===== src/rtl/datapath.sv =====
// -----------------------------------------------------------------------------
// datapath
//   16-bit execution datapath driven by control_unit. It holds an eight-entry
//   register file, the operand latches (a_reg/b_reg), a registered ALU result,
//   the zero/positive flags and a registered store word.
//
//   Pipeline, one stage per rising edge:
//     operand  : a_reg <- rf[rs_addr], b_reg <- imm_sel ? imm_data : rf[rt_addr]
//     execute  : result_reg <- ALU(a_reg, b_reg)      (recomputed every edge)
//     writeback: on rf_write, rf[rd_addr] <- result_reg and the flags update
//     store    : on mem_write, data_out <- a_reg
//
//   Strobe semantics: rf_write and mem_write are single-cycle qualifiers with
//   no backpressure. Each acts on the edge where it is sampled high, they are
//   independent of each other, and both may be high on the same edge.
//
// Ports
//   clock      in   rising-edge clock
//   reset      in   asynchronous, active-low clear of all state
//   rf_write   in   write-back strobe
//   rs_addr    in   source A register address
//   rt_addr    in   source B register address
//   rd_addr    in   destination register address
//   imm_data   in   immediate operand
//   imm_sel    in   1: operand B is imm_data, 0: operand B is rf[rt_addr]
//   alu_sel    in   ALU operation select
//   mem_write  in   store strobe (captures a_reg into data_out)
//   zero_flag  out  last written-back result was zero
//   pos_flag   out  last written-back result was strictly positive (signed)
//   data_out   out  registered store word
// -----------------------------------------------------------------------------
module datapath #(
    parameter int WIDTH = 16,
    parameter int REGS  = 8
) (
    input  logic             clock,
    input  logic             reset,
    input  logic             rf_write,
    input  logic [2:0]       rs_addr,
    input  logic [2:0]       rt_addr,
    input  logic [2:0]       rd_addr,
    input  logic [WIDTH-1:0] imm_data,
    input  logic             imm_sel,
    input  logic [3:0]       alu_sel,
    input  logic             mem_write,
    output logic             zero_flag,
    output logic             pos_flag,
    output logic [WIDTH-1:0] data_out
);

    typedef enum logic [3:0] {
        ALU_ADD  = 4'b0000,
        ALU_SUB  = 4'b0001,
        ALU_AND  = 4'b0010,
        ALU_OR   = 4'b0011,
        ALU_XOR  = 4'b0100,
        ALU_NOT  = 4'b0101,
        ALU_SHL  = 4'b0110,
        ALU_SHR  = 4'b0111,
        ALU_INC  = 4'b1000,
        ALU_DEC  = 4'b1001,
        ALU_MOV  = 4'b1010,
        ALU_MOVI = 4'b1011
    } alu_op_e;

    logic [WIDTH-1:0] rf [REGS];
    logic [WIDTH-1:0] a_reg;
    logic [WIDTH-1:0] b_reg;
    logic [WIDTH-1:0] result_reg;
    logic [WIDTH-1:0] alu_result;

    // ALU: all arithmetic wraps modulo 2^WIDTH; reserved codes yield zero.
    always_comb begin
        alu_result = '0;
        case (alu_sel)
            ALU_ADD:  alu_result = a_reg + b_reg;
            ALU_SUB:  alu_result = a_reg - b_reg;
            ALU_AND:  alu_result = a_reg & b_reg;
            ALU_OR:   alu_result = a_reg | b_reg;
            ALU_XOR:  alu_result = a_reg ^ b_reg;
            ALU_NOT:  alu_result = ~a_reg;
            ALU_SHL:  alu_result = {a_reg[WIDTH-2:0], 1'b0};
            ALU_SHR:  alu_result = {1'b0, a_reg[WIDTH-1:1]};
            ALU_INC:  alu_result = a_reg + WIDTH'(1);
            ALU_DEC:  alu_result = a_reg - WIDTH'(1);
            ALU_MOV:  alu_result = a_reg;
            ALU_MOVI: alu_result = b_reg;
            default:  alu_result = '0;
        endcase
    end

    // Operand reads use the register file contents before this edge's
    // write-back, so there is deliberately no bypass from result_reg.
    always_ff @(posedge clock or negedge reset) begin
        if (!reset) begin
            a_reg      <= '0;
            b_reg      <= '0;
            result_reg <= '0;
        end else begin
            a_reg      <= rf[rs_addr];
            b_reg      <= imm_sel ? imm_data : rf[rt_addr];
            result_reg <= alu_result;
        end
    end

    // Write-back: register file and flags move together; flags hold otherwise.
    // R0 is an ordinary register (no hardwired zero).
    always_ff @(posedge clock or negedge reset) begin
        if (!reset) begin
            for (int i = 0; i < REGS; i++) begin
                rf[i] <= '0;
            end
            zero_flag <= 1'b0;
            pos_flag  <= 1'b0;
        end else if (rf_write) begin
            rf[rd_addr] <= result_reg;
            zero_flag   <= (result_reg == '0);
            pos_flag    <= !result_reg[WIDTH-1] && (result_reg != '0);
        end
    end

    // Store register.
    always_ff @(posedge clock or negedge reset) begin
        if (!reset) begin
            data_out <= '0;
        end else if (mem_write) begin
            data_out <= a_reg;
        end
    end

endmodule


===== config.mk =====
export PLATFORM = sky130hd
export DESIGN_NAME = datapath
export DESIGN_NICKNAME = d
export VERILOG_FILES = /design/src/rtl/datapath.sv
export SDC_FILE = /design/constraint.sdc
export NUM_CORES = 1
export LEC_CHECK = 0
export BUFFER_PORTS_ARGS = -buffer_cell sky130_fd_sc_hd__buf_2
export CAP_MARGIN = 20
export CORE_MARGIN = 3
export CORE_UTILIZATION = 62
export CTS_CLUSTER_DIAMETER = 30
export DETAILED_ROUTE_END_ITERATION = 10
export GPL_ROUTABILITY_DRIVEN = 0
export PLACE_DENSITY = 0.9
export SYNTH_ARGS = -nofsm -noshare
export SYNTH_HDL_FRONTEND = slang
export SYNTH_SLANG_ARGS = --single-unit

===== constraint.sdc =====
create_clock -name clock -period 3.4 [get_ports clock]
set_input_delay 0.51 -clock clock [delete_from_list [all_inputs] [get_ports clock]]
set_output_delay 0.51 -clock clock [all_outputs]
set_load 0.1 [all_outputs]

==> results of run 1 <==
## worst max-delay path, delay by kind of cell (launching register included)
kind                       cells  cell delay [ns]
muxes                          1             0.35
and+or+nand+nor                3             0.41
AOI/OAI and AO/OA              6             1.26
buffers and inverters          1             0.16
adders and majority gates      2             0.52
DFF                            1             0.47
## routing by layer
| metal | part of all wire, % | wire length, um |
|---|---|---|
| met5 | 0.042 | 13 |
| met3 | 9.1 | 2820 |
| met2 | 48 | 14900 |
| met1 | 38 | 11900 |
| met4 | 4.6 | 1430 |
## where the power goes
group          switching, W  total, W  internal, W
sequential          0.00125   0.00457      0.00332
combinational       0.00237   0.00449      0.00212
clock              0.000898   0.00202      0.00113
## cell families (layout without fill, tap and decap cells)
kind of cell / count (synthesis) / after routing / synth area share, %
AND/OR/NAND/NOR: 173 / 173 / 7.72
buffers and inverters: 96 / 161 / 3.37
multiplexers: 250 / 250 / 30.8
AO/OA/AOI/OAI: 153 / 153 / 9.06
adder cells (fa/ha/maj): 49 / 49 / 5.45
XOR/XNOR: 13 / 13 / 0.999
flip-flops: 194 / 194 / 42.6
## layout make-up
class,instances,area [um^2],area share (%)
clock buffer,20,457,3.60
multi-input combinational,638,6220,49.0
inverter,37,139,1.09
clock inverter,12,131,1.04
timing repair buffer,92,609,4.80
tap,225,282,2.22
sequential,194,4860,38.3
## worst min-delay path by stage
stage,end,cells past startpoint
2_1_floorplan,a_reg[0]$_DFF_PN0_,0
3_3_place_gp,data_out[3]$_DFFE_PN0P_,1
3_5_place_dp,data_out[3]$_DFFE_PN0P_,1
4_1_cts,rf[48]$_DFFE_PN0P_,1
5_1_grt,rf[48]$_DFFE_PN0P_,1
6_report,rf[16]$_DFFE_PN0P_,1
## through the flow
stage / worst slack [ns] / util, %
after floorplan: 0.247 / -
after global placement: -0.174 / 68.2
after detailed placement: -0.172 / 68.2
after CTS: 0.0359 / 71.6
after global routing: -0.0371 / 71.9
final: 0.134 / 71.9
## timing repair
action                     in CTS  in global routing
gates resized for setup         2                 13
hold endpoints to repair        0                  0
setup endpoints to repair       1                  4
pin swaps                       0                  3
setup buffers                   0                  0
## cells in the final DEF, fill, tap and decap left out, drive strengths merged, types with 4 or more instances in the layout
master,netlist,layout
nor3,14,14
nor4,9,9
nor2,50,50
o21ai,35,35
buf,23,91
and3,7,7
ha,48,48
a22oi,7,7
clkinv,0,7
o2111ai,5,5
mux4,64,64
nor3b,5,5
o211ai,6,6
inv,37,39
nand2b,9,9
xnor2,10,10
nand3,6,6
a21oi,45,45
or3,4,4
nand2,47,47
mux2,164,164
nand4,6,6
clkbuf,36,21
dfrtp,194,194
mux2i,22,22
a222oi,13,13
a221oi,9,9
nor2b,6,6
a211o,4,4
==> impl_metrics.tcl, run 1 <==
set metrics [dict create \
    cp.arrival_ns 3.61 \
    largest_reg_flops 128 \
    rows 48 \
    max_stage_delay_ns 0.47 \
    antennaDiodeCount 0 \
    finalCriticalPeriod_ns 3.27 \
    die_width_um 142 \
    cts_tree "built" \
    rr_endpoint "result_reg[12]$_DFF_PN0_" \
    hp-class "input pin to asynchronous set/reset pin" \
    antenna_left 0 \
    path_class "flip-flop to flip-flop" \
    ys.flop_type "dfrtp_1" \
    clock_skew_ns 0.0107 \
    grt_max_degree 101 \
    finalSetupViolations 0 \
    via_count 8633 \
    finalSetupTns_ns 0 \
    syn2layout_area_growth_pct 11.4 \
    async_reset_ff_share_pct 100 \
    worstPathCellList "inv_1 > ha_1 > nand2b_1 > nor2_2 > nand3_1 > a311o_1 > ha_1 > o21ai_0 > a21oi_2 > o2111ai_2 > a21oi_1 > mux2_2 > o211ai_1" \
    syn_inst 928 \
    hold_violations 0 \
    initial_core_util_pct 64.5 \
    clk_pin_slew_ns 0.07 \
    fin_crit_sh_pct 96.1 \
    first_pass_iters 6 \
    grt-busiest-layer "met2" \
    antenna_found_initial 1 \
    drt-total-wl_um 31100 \
    top_register "rf" \
    nNetsFinal 1063 \
    grt_overflow_total 0 \
    max_freq_ghz 0.306 \
    yosysWarnings 0 \
    final_area_mm2 0.0127 \
    rr_worst_depth 13 \
    status "finished, final reports clean" \
    grt_use_met1_pct 43.0 \
    ir_drop_v 0.000484 \
    maxSlewViolCount 0 \
    grt_pass1_vias 8739 \
    cap_violations 0 \
    grt_pass1_wl_um 49100 \
    num_io_pins 52 \
    synthesis.area_mm2 0.0114 \
    clkSinkCount 194 \
    track_usage_pct 31.9 \
    cpMostUsedCell "ha_1" \
    drive_above_1_share_pct 37.8 \
    vias_per_cell 7.09 \
    crit_path_max_fanout 5 \
    worstPathRequired_ns 3.75 \
    seq_area_frac_synth_pct 42.6 \
    num-fill-cells 1123 \
    p_total_w 0.0111 \
    dpl.hpwl_um 20700 \
    yosysTopAreaCellShare_pct 42.6 \
    synth_top_cells_by_area "dfrtp_1, mux2_2, mux4_2" \
    hold_buffers 0 \
    startpoint_type "flip-flop" \
    synthTopCellsByCount "dfrtp_1, mux2_2, mux4_2, nor2_1, ha_1" \
    drt_iter0_markers 1302 \
    io_buffers 51 \
    syn_nets 1011 \
    crit_path_end_kind "flip-flop" \
    slew_headroom_pct 41.4 \
    die_h_um 142 \
    cts_buffer_depth 2 \
    synth_edf_count 0 \
    die-area_mm2 0.0200 \
    htreeDepth 4 \
    grt_use_met3_pct 5.83 \
    yosys.cell_types.count 59 \
    cp_slowest_cell "dfrtp_1" \
    tightest_slew_ns 0.879 \
    p_leak_nw 5.70 \
    clk_latency_ns 0.44 \
    rrSetupSlack_ns 0.13 \
    core_mm2 0.0177 \
    use_met2_pct 50.7 \
    power.density_mw_per_mm2 874 \
    crit_start "b_reg[1]$_DFF_PN0_" \
    drc 0 \
    cts_root_buffer "clkbuf_16" \
    wl_per_cell_um 25.5 \
    fin_cells 1218 \
    whs_ns 0.134 \
    yosysTopAreaCell "dfrtp_1" \
    reg2reg_from "b_reg[1]$_DFF_PN0_" \
    synth_seq_cells 194 \
    critPathCapture "result_reg[12]$_DFF_PN0_" \
    dpl_cell_area_mm2 0.0120 \
    dp_cells 1186 \
    cts_made_buffers 17 \
    avgSynthCellArea_um2 12.3 \
    synth_most_common_cell "dfrtp_1" \
]
Note: power is estimated with default switching activity, not from simulation.
==> run 2, diff against run 1 <==
Settings changed: CELL_PAD_IN_SITES_DETAIL_PLACEMENT set to 1, CELL_PAD_IN_SITES_GLOBAL_PLACEMENT set to 1, CORE_UTILIZATION 62 to 51.
==> impl_metrics.tcl, run 2 (same netlist as run 1, synthesis figures left out) <==
set metrics [dict create \
    die_width_um 155 \
    p_int_w 0.00661 \
    reg2reg_from "b_reg[5]$_DFF_PN0_" \
    worstPathRequired_ns 3.73 \
    worstPathCellList "nor4_1 > and3_1 > a311oi_1 > a311o_1 > ha_1 > or3b_2 > o21ai_0 > a222oi_1 > nand2_1 > a2111oi_4 > buf_4 > o21ai_1" \
    cp.arrival_ns 3.54 \
    maxSlewViolCount 0 \
    p_total_w 0.0113 \
    path_class "flip-flop to flip-flop" \
    grt_overflow_total 0 \
    cts_tree "built" \
    syn2layout_area_growth_pct 12.8 \
    wl_met2_um 18000 \
    die-area_mm2 0.0242 \
    cts_made_buffers 17 \
    grt_max_degree 97 \
    power_frac_comb_pct 41.9 \
    hold_violations 0 \
    switchingPower_w 0.00474 \
    crit_path_end_kind "flip-flop" \
    final_cell_mix "dfrtp_1, mux2_2, mux4_2" \
    swShare_pct 41.7 \
    drt-total-wl_um 36400 \
    setup_ws_ns 0.184 \
    cp_slowest_cell "dfrtp_2" \
    cap_violations 0 \
    initial_core_util_pct 52.0 \
    via_count 8704 \
    fin_crit_sh_pct 94.6 \
    antenna_left 0 \
    cts_buffer_depth 2 \
    final_common_cell "dfrtp_1" \
    num-fill-cells 2220 \
    finalSetupTns_ns 0 \
    rrSetupSlack_ns 0.18 \
    nNetsFinal 1076 \
    power.density_mw_per_mm2 883 \
    wirelength_met1_um 13900 \
    top_layer "met5" \
    dp_cells 1253 \
    wl_per_cell_um 28.4 \
    rows 54 \
    fin_cells 1284 \
    max_stage_delay_ns 0.46 \
    top_register "rf" \
    first_pass_iters 5 \
    drt_iter0_markers 950 \
    ir_drop_v 0.000474 \
    status "finished, final reports clean" \
    htreeDepth 4 \
    wl_met3_um 2880 \
    tightest_slew_ns 0.924 \
    crit_path_max_fanout 6 \
    io_buffers 51 \
    die_h_um 155 \
    rr_worst_depth 12 \
    drive_above_1_share_pct 38.3 \
    drc 0 \
    critPathCapture "result_reg[13]$_DFF_PN0_" \
    core_mm2 0.0219 \
    startpoint_type "flip-flop" \
    power_frac_seq_pct 40.6 \
    cts_root_buffer "clkbuf_16" \
    dpl.hpwl_um 25000 \
    clk_latency_ns 0.44 \
    place_ws_ns 0.0463 \
    vias_per_cell 6.78 \
    rr_endpoint "result_reg[13]$_DFF_PN0_" \
    clk_pin_slew_ns 0.07 \
    grt_pass1_wl_um 56600 \
    crit_start "b_reg[5]$_DFF_PN0_" \
    max_freq_ghz 0.311 \
    hp-class "input pin to asynchronous set/reset pin" \
    finalSetupViolations 0 \
    p_leak_nw 5.76 \
    antenna_found_initial 1 \
    clock_skew_ns 0.0113 \
    antennaDiodeCount 0 \
    track_usage_pct 31.0 \
    largest_reg_flops 128 \
    finalCriticalPeriod_ns 3.22 \
    clkSinkCount 194 \
    pwr-share-clk_pct 17.4 \
    grt_pass1_vias 9543 \
    slew_headroom_pct 38.4 \
    num_io_pins 52 \
]
-- run 2: changes by cell type in the layout (fill, tap and decap cells not counted), moves of 2 or more --
cell       delta
clkbuf_8      -2
nor4_1        +2
buf_4        +12
a2111oi_2     -2
clkinv_2      -3
-- run 2: metrics by stage --
stage | hold WS (ns) | area (um^2) | utilization, %
floorplan | 0.214 | 11400 | -
CTS | 0.171 | 12800 | 58.4
global route | 0.182 | 12900 | 58.7
finish | 0.144 | 12900 | 58.7
global placement | 0.486 | 12200 | 55.8
detailed placement | 0.495 | 12200 | 55.8
-- run 2: critical path: cells and delay by family (launching register included) --
family                   cells  cell delay, ns
AO/OA/AOI/OAI                6            1.12
adder cells (fa/ha/maj)      1            0.30
buffers and inverters        1            0.17
flip-flops                   1            0.46
AND/OR/NAND/NOR              4            1.07
-- run 2: worst min-delay path by stage --
stage,startpoint,slack [ns],to,cells after the start
after floorplan,reset,0.21,a_reg[0]$_DFF_PN0_,0
final,reset,0.14,rf[17]$_DFFE_PN0P_,1
after CTS,reset,0.17,rf[17]$_DFFE_PN0P_,1
after detailed placement,data_out[15]$_DFFE_PN0P_,0.49,data_out[15]$_DFFE_PN0P_,1
after global placement,data_out[15]$_DFFE_PN0P_,0.49,data_out[15]$_DFFE_PN0P_,1
after global routing,reset,0.18,rf[17]$_DFFE_PN0P_,1
-- run 2: per-layer routing --
metal | GRT usage [%] | up-vias
met2 | 50.8 | 428
met3 | 6.82 | 119
met1 | 39.7 | 4519
li1 | - | 3636
met5 | 0 | -
met4 | 14.0 | 2
-- run 2: power by group through the flow --
stage                     Sequential (W)  Clock [W]  Combinational, W
after global routing             0.00472    0.00211           0.00511
after floorplan                  0.00467          0           0.00279
after CTS                        0.00454    0.00200           0.00467
final                            0.00461    0.00198           0.00476
after detailed placement         0.00454          0           0.00460
after global placement           0.00435          0           0.00427
-- run 2: layout make-up --
class,instances,area (um^2),area share (%)
inverter,37,139,1.08
clock inverter,11,133,1.03
clock buffer,19,433,3.37
multi-input combinational,638,6220,48.4
tap,280,350,2.73
timing repair buffer,105,719,5.60
sequential,194,4860,37.8
-- run 2: what timing repair did --
action / 4_1_cts / 5_1_grt
setup buffers: 0 / 1
hold buffers: 0 / 0
setup endpoints to repair: 0 / 5
gates resized for setup: 0 / 15
